`src/rtl/cdb_arbiter.sv`:
```
// Purpose : shares the single ROB result-write port among ALU (0), LSU (1) and BRU (2)
//           through one-entry holding slots and a round-robin grant into a registered CDB.
// Latency : source fire in cycle N -> cdb_en in cycle N+2; 1 result/cycle total.
// Backpres: src_ready = !flush && (slot empty || slot granted this cycle); sources hold until fired.
//
// Ports:
//   clk, rst_n              clock (rising edge), asynchronous active-low reset
//   flush                   synchronous discard of slots and CDB output
//   {alu,lsu,bru}_en/_data/_tag   result offer from each execution unit
//   {alu,lsu,bru}_ready     slot can accept this cycle
//   cdb_en/_data/_tag/_src  registered broadcast to the ROB (src = granted unit index)
module cdb_arbiter #(
  parameter int DATA_W = 32,
  parameter int TAG_W  = 4,
  parameter logic [TAG_W-1:0] TAG_FREE = {1'b1, {(TAG_W-1){1'b0}}}
) (
  input  logic              clk,
  input  logic              rst_n,
  input  logic              flush,
  input  logic              alu_en,
  input  logic [DATA_W-1:0] alu_data,
  input  logic [TAG_W-1:0]  alu_tag,
  output logic              alu_ready,
  input  logic              lsu_en,
  input  logic [DATA_W-1:0] lsu_data,
  input  logic [TAG_W-1:0]  lsu_tag,
  output logic              lsu_ready,
  input  logic              bru_en,
  input  logic [DATA_W-1:0] bru_data,
  input  logic [TAG_W-1:0]  bru_tag,
  output logic              bru_ready,
  output logic              cdb_en,
  output logic [DATA_W-1:0] cdb_data,
  output logic [TAG_W-1:0]  cdb_tag,
  output logic [1:0]        cdb_src
);

  // Gather the three sources into indexable form.
  logic [2:0]        src_en;
  logic [DATA_W-1:0] src_data [3];
  logic [TAG_W-1:0]  src_tag  [3];

  assign src_en = {bru_en, lsu_en, alu_en};

  always_comb begin
    src_data[0] = alu_data;
    src_data[1] = lsu_data;
    src_data[2] = bru_data;
    src_tag[0]  = alu_tag;
    src_tag[1]  = lsu_tag;
    src_tag[2]  = bru_tag;
  end

  // Holding slots and round-robin pointer (index of the last grant).
  logic [2:0]        slot_v;
  logic [DATA_W-1:0] slot_data [3];
  logic [TAG_W-1:0]  slot_tag  [3];
  logic [1:0]        rr;

  logic [1:0] p0, p1, p2;
  logic       gnt_vld;
  logic [1:0] gnt_idx;
  logic [2:0] grant;
  logic [2:0] ready;
  logic [2:0] fire;
  logic [2:0] write;

  function automatic logic [1:0] rr_next(input logic [1:0] x);
    return (x >= 2'd2) ? 2'd0 : x + 2'd1;
  endfunction

  // Search order rr+1, rr+2, rr (mod 3); first valid slot wins. Flush suppresses the grant.
  always_comb begin
    p0      = rr_next(rr);
    p1      = rr_next(p0);
    p2      = rr_next(p1);
    gnt_vld = 1'b0;
    gnt_idx = 2'd0;
    if (slot_v[p0]) begin
      gnt_vld = 1'b1;
      gnt_idx = p0;
    end else if (slot_v[p1]) begin
      gnt_vld = 1'b1;
      gnt_idx = p1;
    end else if (slot_v[p2]) begin
      gnt_vld = 1'b1;
      gnt_idx = p2;
    end
    if (flush) begin
      gnt_vld = 1'b0;
    end
    grant = gnt_vld ? (3'b001 << gnt_idx) : 3'b000;
  end

  // A granted slot can take a new entry on the same edge it drains, so a single
  // streaming source never sees a bubble.
  always_comb begin
    ready = flush ? 3'b000 : (~slot_v | grant);
    fire  = src_en & ready;
    for (int i = 0; i < 3; i++) begin
      // TAG_FREE results are handshaken but dropped so they never reach the ROB.
      write[i] = fire[i] && (src_tag[i] != TAG_FREE);
    end
  end

  assign alu_ready = ready[0];
  assign lsu_ready = ready[1];
  assign bru_ready = ready[2];

  always_ff @(posedge clk or negedge rst_n) begin
    if (!rst_n) begin
      slot_v <= 3'b000;
      for (int i = 0; i < 3; i++) begin
        slot_data[i] <= '0;
        slot_tag[i]  <= TAG_FREE;
      end
    end else begin
      if (flush) begin
        slot_v <= 3'b000;
      end else begin
        slot_v <= write | (slot_v & ~grant);
      end
      for (int i = 0; i < 3; i++) begin
        if (write[i]) begin
          slot_data[i] <= src_data[i];
          slot_tag[i]  <= src_tag[i];
        end
      end
    end
  end

  // Registered broadcast; payload holds its last value when idle.
  always_ff @(posedge clk or negedge rst_n) begin
    if (!rst_n) begin
      cdb_en   <= 1'b0;
      cdb_data <= '0;
      cdb_tag  <= TAG_FREE;
      cdb_src  <= 2'd0;
      rr       <= 2'd2;
    end else if (flush) begin
      cdb_en <= 1'b0;
    end else if (gnt_vld) begin
      cdb_en   <= 1'b1;
      cdb_data <= slot_data[gnt_idx];
      cdb_tag  <= slot_tag[gnt_idx];
      cdb_src  <= gnt_idx;
      rr       <= gnt_idx;
    end else begin
      cdb_en <= 1'b0;
    end
  end

endmodule

```
`config.mk`:
```
export PLATFORM = sky130hd
export DESIGN_NAME = cdb_arbiter
export DESIGN_NICKNAME = d
export VERILOG_FILES = /design/src/rtl/cdb_arbiter.sv
export SDC_FILE = /design/constraint.sdc
export NUM_CORES = 1
export LEC_CHECK = 0
export CORE_MARGIN = 3
export CORE_UTILIZATION = 55
export CTS_BUF_LIST = sky130_fd_sc_hd__clkbuf_4 sky130_fd_sc_hd__clkbuf_8
export DETAILED_ROUTE_END_ITERATION = 16
export PLACE_DENSITY_LB_ADDON = 0.08
export SETUP_SLACK_MARGIN = 0.5
export SLEW_MARGIN = 20
export SYNTH_ARGS = -nofsm -noshare
export SYNTH_HDL_FRONTEND = slang
export SYNTH_SLANG_ARGS = --single-unit
```
`constraint.sdc`:
```
create_clock -name clk -period 4.2 [get_ports clk]
set_input_delay 0.63 -clock clk [delete_from_list [all_inputs] [get_ports clk]]
set_output_delay 0.63 -clock clk [all_outputs]
set_load 0.01 [all_outputs]
```
==> results, run 1 <==
- The flow ran to the end, and the final reports show no timing, DRC or antenna violations.
- The worst path arrival time is roughly 2.2 ns.
- Of all nets on the critical path, the largest fanout is 5.
- The post-cts hold buffer count is 0.
- The fraction of the mapped netlist area in compound gates is between 8 and 9%.
- The placement-stage cell area is 8140 um2.
- The pin count of the biggest net entering global routing is 124.
- In this run the critical register-to-register path is captured at slot_data[78].
- The congestion estimate from routability-driven global placement came to just under 0.8.
- In this run the power spent charging and discharging nets is between 1 and 1.5 mW.
- After routing the design area is roughly 8500 um2.
- The floorplan has 39 rows.
- For this run, the post-layout net count is ~700.
- The tool flagged a number of max-cap violations equal to 0.
- The number of cells on the worst reg-to-reg path is 5.
- At the worst endpoint, the required time is 3.57 ns.
- For this design the ratio of total power to cell area is 479 nW/um2.
- The die is 115 um tall.
- The combinational fraction of design power is between 20% and 30%.
- The slew at the pin closest to its max-slew limit is approximately 0.95 ns.
- The detail route stage leaves a number of antenna-violating nets equal to 0.
- The worst slew margin relative to its limit is 37.0%.
- Prior to clock tree synthesis, the placed netlist has a worst setup slack of 1.27 ns.
- CTS placed an instance of sky130_fd_sc_hd__clkbuf_8 at the clock tree root.
- The HPWL reported at the end of detailed placement is around 10000 um.
- The number of hold violations in the final report is 0.
- The via count of the first global-routing pass is 4,524.
- After filler insertion, the fill cell instance count of the layout stands at just under 800.
- The mux cell area share after synthesis is between 20% and 30%.
- STA classifies the critical path startpoint as a flip-flop.
- Detailed routing inserted a total of between 4,000 and 5,000 vias.
- Net switching is 26.3% of the power.
- In this run, synthesis produced a sequential element count of 151.
- The clock latency on the worst-skew pair is 0.45 ns.
- The leakage power of the design is around 3.9 nW.
- Setup violations remaining at the end of the flow were counted as 0.
- In this run the mean area of a mapped cell was between 10 and 15 um2.
- From left edge to right edge, the die measures ~120 um.
- The proportion of synthesized chip area in sequential cells is 57.9%.
- Wires add up to roughly 15,000 um.
- The deepest level of the CTS H-tree is 4.
- The achievable frequency is 355 MHz.
- Following the worst setup path forward leads to its endpoint at lsu_ready.
- By area, the combinational part of the netlist is dominated by multiplexers.
- Counting every instance in the synthesized netlist gives 438.
- After detailed routing, the number of vias per cell comes to approximately 5.7.
- The basic-gate share of the synthesized area counting and, or, nand and nor cells is under 10%.
- The average wire length per cell after detail routing is around 20 um.
- Of the total synthesized cell area, the portion taken by XOR and XNOR cells is 0%.
- For the final database, setup skew stands at ~0.0065 ns.
- The utilization after layout is 74.0%.
- The worst register-to-register path begins at slot_v[1].
- The final count of pins violating max slew is 0.
- Of the post-synthesis cell area, the dominant cell type holds 55.9%.
- No sink is reached through more buffers than the 2 on the longest clock path.
- The clock sink count is 151.
- The worst hold path belongs to the class in -> async.
- The detailed router put a total of between 6000 and 7000 um of wire on met1.
- In this run, the clock network consumes 26.0% of the power.
- The number of gates given a new drive strength after cts is 0.
- The share of the clock period used by the worst path is around 67%.
- The highest metal layer with signal wires is met4.
- Input and output buffers added on the ports amount to ~160.
- The worst-case IR drop observed on VDD is about 0.3 mV.
- The clock tree from TritonCTS is done.
- The worst path meets setup with 1.38 ns of slack.
- Setup repair after global routing left no endpoint under its margin.
- The most area-hungry cell type in the Yosys netlist is sky130_fd_sc_hd__dfrtp_1.
- The total length of routed met3 wires is 872 um.
- The number of unique standard cell types used by synthesis is 42.
- The post-synth design cell area is ~6500 um2.
- The post-CTS repair timing setup buffer count is 0.
- The internal portion of the total power is between 3 and 4 mW.
- The count of routing violations after the opening detailed-route iteration is between 200 and 300.
- The global-route wire length before repair is 23,800 um.
- The setup check on the worst reg-to-reg path leaves a slack of 1.76 ns.
- The synthesized-area fraction occupied by adder cells is 0%.
- The number of warnings issued by yosys is 0.
- The area of the die is between 10,000 and 15,000 um2.
- When the netlist entered floorplanning its net count stood at 552.
- The post-route worst hold slack is a little under 0.3 ns.
- The number of clock buffers inserted by TritonCTS is 17.
- The setup TNS after final layout is 0 ns.
- The clock transition at the registers of the reported paths is approximately 0.07 ns.
- The fraction of final layout cells with drive strength greater than 1 is 25.9%.
- The area growth from synthesis to layout is 30.3%.
- The first-pass iteration count of the detailed router is 5.
- The placeable core region is ~12,000 um2.
- 0 antenna diodes ended up in the layout.
- The global-route total usage across every layer is a little under a quarter.
- After detailed routing, the number of remaining DRC violations is 0.
- By startpoint and endpoint, the worst setup path is classified as reg -> out.
- The final critical path time including I/O delays and setup is between 2 and 3 ns.
- The initial standard-cell utilization of the core is 56.8%.
- Yosys attributes the largest share of cell area to sky130_fd_sc_hd__dfrtp_1, sky130_fd_sc_hd__mux2_4, sky130_fd_sc_hd__mux2_2.
- For this run the aggregate overflow at the end of global routing stands at 0.
- In this run, flip-flops and latches consume approximately 48% of the power.
- The detailed-routed wire length on met2 is slightly above 7000 um.
- The nature of the critical path endpoint is an output pin.
- The critical path launch point is rr[1].
- The number of antenna violations at the first check in global routing is 0.
- ~160 I/O pins were placed.
metal layers:
layer	vias up	track usage, %
met2	132	38.0
met1	2219	31.3
met5	-	0
met4	0	6.65
li1	1904	-
met3	18	7.63
cell families after synthesis:
group                  count (synthesis)
buffers and inverters                 37
muxes                                140
AOI/OAI and AO/OA                     91
DFF                                  151
and+or+nand+nor                       19
power groups by stage:
stage / clock network [mW] / logic, mW / registers, mW
final: 1.06 / 1.05 / 1.97
after global routing: 1.15 / 1.13 / 2.01
after CTS: 1.08 / 1.06 / 1.97
after detailed placement: 0 / 1.05 / 1.99
after global placement: 0 / 1.03 / 1.97
after floorplan: 0 / 0.510 / 2.00
through the flow:
stage               power (mW)  cells
finish                    4.08    745
floorplan                 2.51    438
global route              4.29    745
CTS                       4.11    745
detailed placement        3.04    714
global placement          3.01    714
worst max-delay path, stage by stage, from the launching register on:
cell and delay, ns:
sky130_fd_sc_hd__dfstp_2 0.57, sky130_fd_sc_hd__nand2b_1 0.21, sky130_fd_sc_hd__a21o_2 0.19, sky130_fd_sc_hd__nor2b_1 0.20, sky130_fd_sc_hd__clkdlybuf4s50_1 0.58
cell usage in the layout, fill, tap and decap left out, types with 3 or more instances in the layout:
| cell | n |
|---|---|
| sky130_fd_sc_hd__dfrtp_1 | 146 |
| sky130_fd_sc_hd__mux2_1 | 3 |
| sky130_fd_sc_hd__a21oi_1 | 3 |
| sky130_fd_sc_hd__clkbuf_4 | 7 |
| sky130_fd_sc_hd__a22oi_1 | 36 |
| sky130_fd_sc_hd__o21ai_0 | 36 |
| sky130_fd_sc_hd__mux2i_1 | 36 |
| sky130_fd_sc_hd__mux2_2 | 43 |
| sky130_fd_sc_hd__mux2_4 | 58 |
| sky130_fd_sc_hd__clkbuf_8 | 22 |
| sky130_fd_sc_hd__o21ai_1 | 4 |
| sky130_fd_sc_hd__dfstp_2 | 5 |
| sky130_fd_sc_hd__nand2b_1 | 3 |
| sky130_fd_sc_hd__buf_4 | 7 |
| sky130_fd_sc_hd__inv_1 | 7 |
| sky130_fd_sc_hd__clkdlybuf4s50_1 | 154 |
synth_stat cells (all sizes together):
| library cell | instances |
|---|---|
| o21ai | 40 |
| nor2 | 1 |
| a32o | 2 |
| nor3 | 1 |
| and4bb | 1 |
| clkbuf | 12 |
| nand2b | 3 |
| or4b | 1 |
| or2 | 2 |
| a22oi | 36 |
| and4b | 1 |
| nand4b | 1 |
| inv | 7 |
| buf | 18 |
| mux2 | 104 |
| nor4b | 2 |
| nand3b | 1 |
| a21oi | 3 |
| a21o | 2 |
| dfrtp | 146 |
| o22ai | 1 |
| dfstp | 5 |
| a2111oi | 1 |
| nor2b | 2 |
| mux2i | 36 |
| o211ai | 1 |
| and2b | 1 |
| o41ai | 1 |
| o21a | 1 |
| a32oi | 1 |
| nand2 | 1 |
| a21boi | 1 |
| or3 | 1 |
| o22a | 1 |
worst min path at each step:
| stage | to | cells after the start | from | slack, ns |
|---|---|---|---|---|
| floorplan | cdb_data[0] | 0 | rst_n | 0.33 |
| global placement | slot_data[89] | 1 | slot_data[89] | 0.47 |
| detailed placement | slot_data[94] | 1 | slot_data[94] | 0.48 |
| CTS | slot_data[90] | 1 | rst_n | 0.39 |
| global route | slot_data[57] | 1 | rst_n | 0.36 |
| finish | slot_data[89] | 1 | rst_n | 0.30 |
flip-flops by register name (all words and copies together) (netlist names):
signal,cells
cdb_tag,4
cdb_en,1
cdb_data,32
slot_tag,12
rr,1
slot_data,96
cdb_src,2
slot_v,3
cell type report:
class	instances	area, um2	area share (%)
Tap cell	143	179	2.10
Clock inverter	3	40.0	0.470
Sequential cell	151	3780	44.4
Inverter	7	26.3	0.308
Clock buffer	28	342	4.01
Timing Repair Buffer	163	1630	19.1
Multi-Input combinational cell	250	2520	29.6
Power figures use the tool's default switching activity.
==> run 2: changes to the inputs <==
--- a/config.mk
+++ b/config.mk
@@ -6,7 +6,7 @@
 export NUM_CORES = 1
 export LEC_CHECK = 0
 export CORE_MARGIN = 3
-export CORE_UTILIZATION = 55
+export CORE_UTILIZATION = 52
 export CTS_BUF_LIST = sky130_fd_sc_hd__clkbuf_4 sky130_fd_sc_hd__clkbuf_8
 export DETAILED_ROUTE_END_ITERATION = 16
 export PLACE_DENSITY_LB_ADDON = 0.08
==> constraint.sdc (replaced) <==
create_clock -name clk -period 2.72 [get_ports clk]
set_input_delay 0.408 -clock clk [delete_from_list [all_inputs] [get_ports clk]]
set_output_delay 0.408 -clock clk [all_outputs]
set_load 0.01 [all_outputs]
==> results, run 2 (same netlist as run 1, synthesis figures left out) <==
- The number of primary I/O pins is 156.
- The H-tree was split into 4 levels.
- The delay of the slowest cell on the worst path is ~0.58 ns.
- The DRC violations left is 0.
- The detail route stage leaves a number of antenna-violating nets equal to 0.
- The tree built by TritonCTS fans out to ~150 sinks.
- For this configuration, the core starts out at a cell density of between 50% and 60%.
- The average wire length per cell after detail routing is ~20 um.
- The most frequent standard cell in the layout excluding fill and tap cells is sky130_fd_sc_hd__clkdlybuf4s50_1.
- The fraction of final layout cells with drive strength greater than 1 is about 28%.
- Setup slack closes at 0.481 ns.
- Derived from the worst setup path, the maximum achievable clock frequency is around 450 MHz.
- Setup violations remaining at the end of the flow were counted as 0.
- The number of buffers added on ports is 155.
- The final count of pins violating max slew was 0.
- Clock latency on the worst-skew pair, taken at its later pin, is approximately 0.45 ns.
- In the layout the commonest cells are sky130_fd_sc_hd__clkdlybuf4s50_1, sky130_fd_sc_hd__dfrtp_1, sky130_fd_sc_hd__mux2_4.
- The reported net switching power is ~1.7 mW.
- The leakage power of the design is just under 4 nW.
- After clock tree synthesis, the clock-pin slew on the worst setup and hold paths is 0.08 ns.
- The site row count is 40.
- The count of routing violations after the opening detailed-route iteration is 269.
- Routability-driven placement finished with a final weighted congestion of around 0.74.
- After routing, the total negative slack on setup checks comes to 0 ns.
- The HPWL reported at the end of detailed placement is about 10,000 um.
- The net switching share of the total power is 26.2%.
- TritonCTS built the clock tree.
- At the worst endpoint, the arrival time is roughly 1.8 ns.
- The share of the clock period used by the worst path is 82.3%.
- The wire length after detailed routing is 15,300 um.
- The antenna diode instance count is 0.
- The nature of the critical path endpoint is an output pin.
- The worst min-delay path class is in -> async.
- The floorplan step defined a die boundary enclosing ~14,000 um2.
- The placeable core region is around 12,000 um2.
- The cell at the root of the clock tree is sky130_fd_sc_hd__clkbuf_8.
- By startpoint and endpoint, the worst setup path is classified as reg -> out.
- The most used routing layer is met2.
- The clock arrives with 0.00872 ns of skew.
- The number of antenna violations at the first check in global routing is 0.
- The worst slack at placement is about 0.39 ns.
- For this run, global-route usage on met3 was measured as about 7%.
- The worst slew margin relative to its limit is about three fifths.
- The global-route total usage across every layer is between 20% and 30%.
- The clock share of power is 27.8%.
- The first TritonRoute pass finished after 5 iterations.
- The number of buffers and inverters on the critical path is 1.
- Power spread over the standard cell area amounts to roughly 740 nW/um2.
- The peak ir drop on the vdd network is 0.518 mV.
- The critical path launch point type is a flip-flop.
- The global routing met2 resource utilization is between 30 and 40%.
- The flow ran to the end, and the final reports show no timing, DRC or antenna violations.
- The data required time at the worst endpoint is about 2.3 ns.
- In the final layout, the registers with the most flip-flops are slot_data x96, cdb_data x32, slot_tag x12.
- Entering global routing, the biggest net connects 62 pins.
- No sink is reached through more buffers than the 2 on the longest clock path.
- The global-route wire length before repair is approximately 25,000 um.
- The floorplan step set the die width to roughly 120 um.
- The cell type of the slowest stage on the worst timing path is sky130_fd_sc_hd__dfstp_2.
- Across the run, the number of max-cap violations was 0.
- The routed layout has roughly 4,300 vias.
- The number of hold violations in the final report is 0.
- The number of clock buffers inserted by TritonCTS is 17.
- The worst-path maximum fanout is 5.
- The average via count per standard cell is 5.51.
- The kind of cell adding the most delay to the critical path is flip-flops.
- The via count of the first global-routing pass is roughly 4,700.
- The internal power is ~4.8 mW.
- Counting flops per register, the top entry is slot_data.
- Combinational cells account for between 20% and 30% of the total power.
- After global routing the overflow that remains totals 0.
- The layout overhead on the synthesized area is 34.0%.
- Setup repair after global routing could not meet its margin everywhere.
- In the global route stage, met1 resource usage came out at slightly below 30%.
- The slew at the pin closest to its max-slew limit is around 0.57 ns.
- The final critical path time including I/O delays and setup is around 2.2 ns.
- Per report_power, the sequential group accounts for 46.7% of the total.
- The critical path goes through nand2b_4 -> a21o_2 -> nor2b_1 -> clkdlybuf4s15_1.
- The flip-flop count of the largest register after layout is 96.
- From bottom edge to top edge, the die measures 118 um.
- At the end of the flow, the number of nets in the layout was 717.
## run 2: changes by cell type in the layout (fill, tap and decap cells not counted), moves of 2 or more
cell	delta
sky130_fd_sc_hd__clkdlybuf4s50_1	-3
sky130_fd_sc_hd__clkbuf_8	+3
sky130_fd_sc_hd__buf_12	+5
sky130_fd_sc_hd__buf_4	+7
sky130_fd_sc_hd__clkinvlp_4	+2
sky130_fd_sc_hd__clkbuf_4	-6
## run 2: cell type report
| cell class | instances | area (um2) |
|---|---|---|
| clock buffer | 26 | 352 |
| clock inverter | 6 | 85.1 |
| fill | 865 | 3400 |
| inverter | 7 | 26.3 |
| multi-input combinational | 250 | 2520 |
| sequential | 151 | 3790 |
| tap | 168 | 210 |
| timing repair buffer | 176 | 1780 |
## run 2: final timing paths
kind	startpoint	end	slack, ns	cells after the start
setup / recovery	rr[1]	lsu_ready	0.48	4
hold / removal	rst_n	slot_data[57]	0.48	2
setup reg to reg	slot_v[0]	slot_data[16]	0.67	5
hold reg to reg	slot_data[89]	slot_data[89]	0.50	1
max in group asynchronous	rst_n	slot_data[10]	1.38	3
min in group clk	slot_data[89]	slot_data[89]	0.50	1
## run 2: power by group through the flow
stage                     Combinational, mW  Clock (mW)  Sequential (mW)
after floorplan                       0.787           0             3.09
after global placement                 1.62           0             3.06
after CTS                              1.68        1.85             3.04
after global routing                   1.79        1.96             3.10
after detailed placement               1.66           0             3.07
final                                  1.66        1.81             3.04
## run 2: timing repair
item,in CTS,in global routing
hold endpoints to repair,56,0
hold buffers,1,0
buffers inserted,3,1
endpoints found under the setup margin,3,3
resized for setup,6,3
pin swaps,1,1
cloned,0,0
## run 2: through the flow
| stage | hold WS, ns | cells | total power, mW | cell area [um2] | util [%] |
|---|---|---|---|---|---|
| 5_1_grt | 0.509 | 784 | 6.85 | 8770 | 72.1 |
| 3_3_place_gp | 0.403 | 747 | 4.68 | 8280 | 68.1 |
| 6_report | 0.484 | 784 | 6.52 | 8770 | 72.1 |
| 3_5_place_dp | 0.406 | 747 | 4.73 | 8280 | 68.1 |
| 2_1_floorplan | 0.112 | 438 | 3.88 | 6540 | - |
| 4_1_cts | 0.487 | 783 | 6.57 | 8760 | 72.0 |
## run 2: metal layers
layer | part of all wire [%] | wire length (um) | up-vias
li1 | - | - | 1932
met1 | 43 | 6550 | 2224
met2 | 50 | 7670 | 149
met3 | 6.2 | 952 | 14
met4 | 1.0 | 153 | 0
met5 | 0 | 0 | -
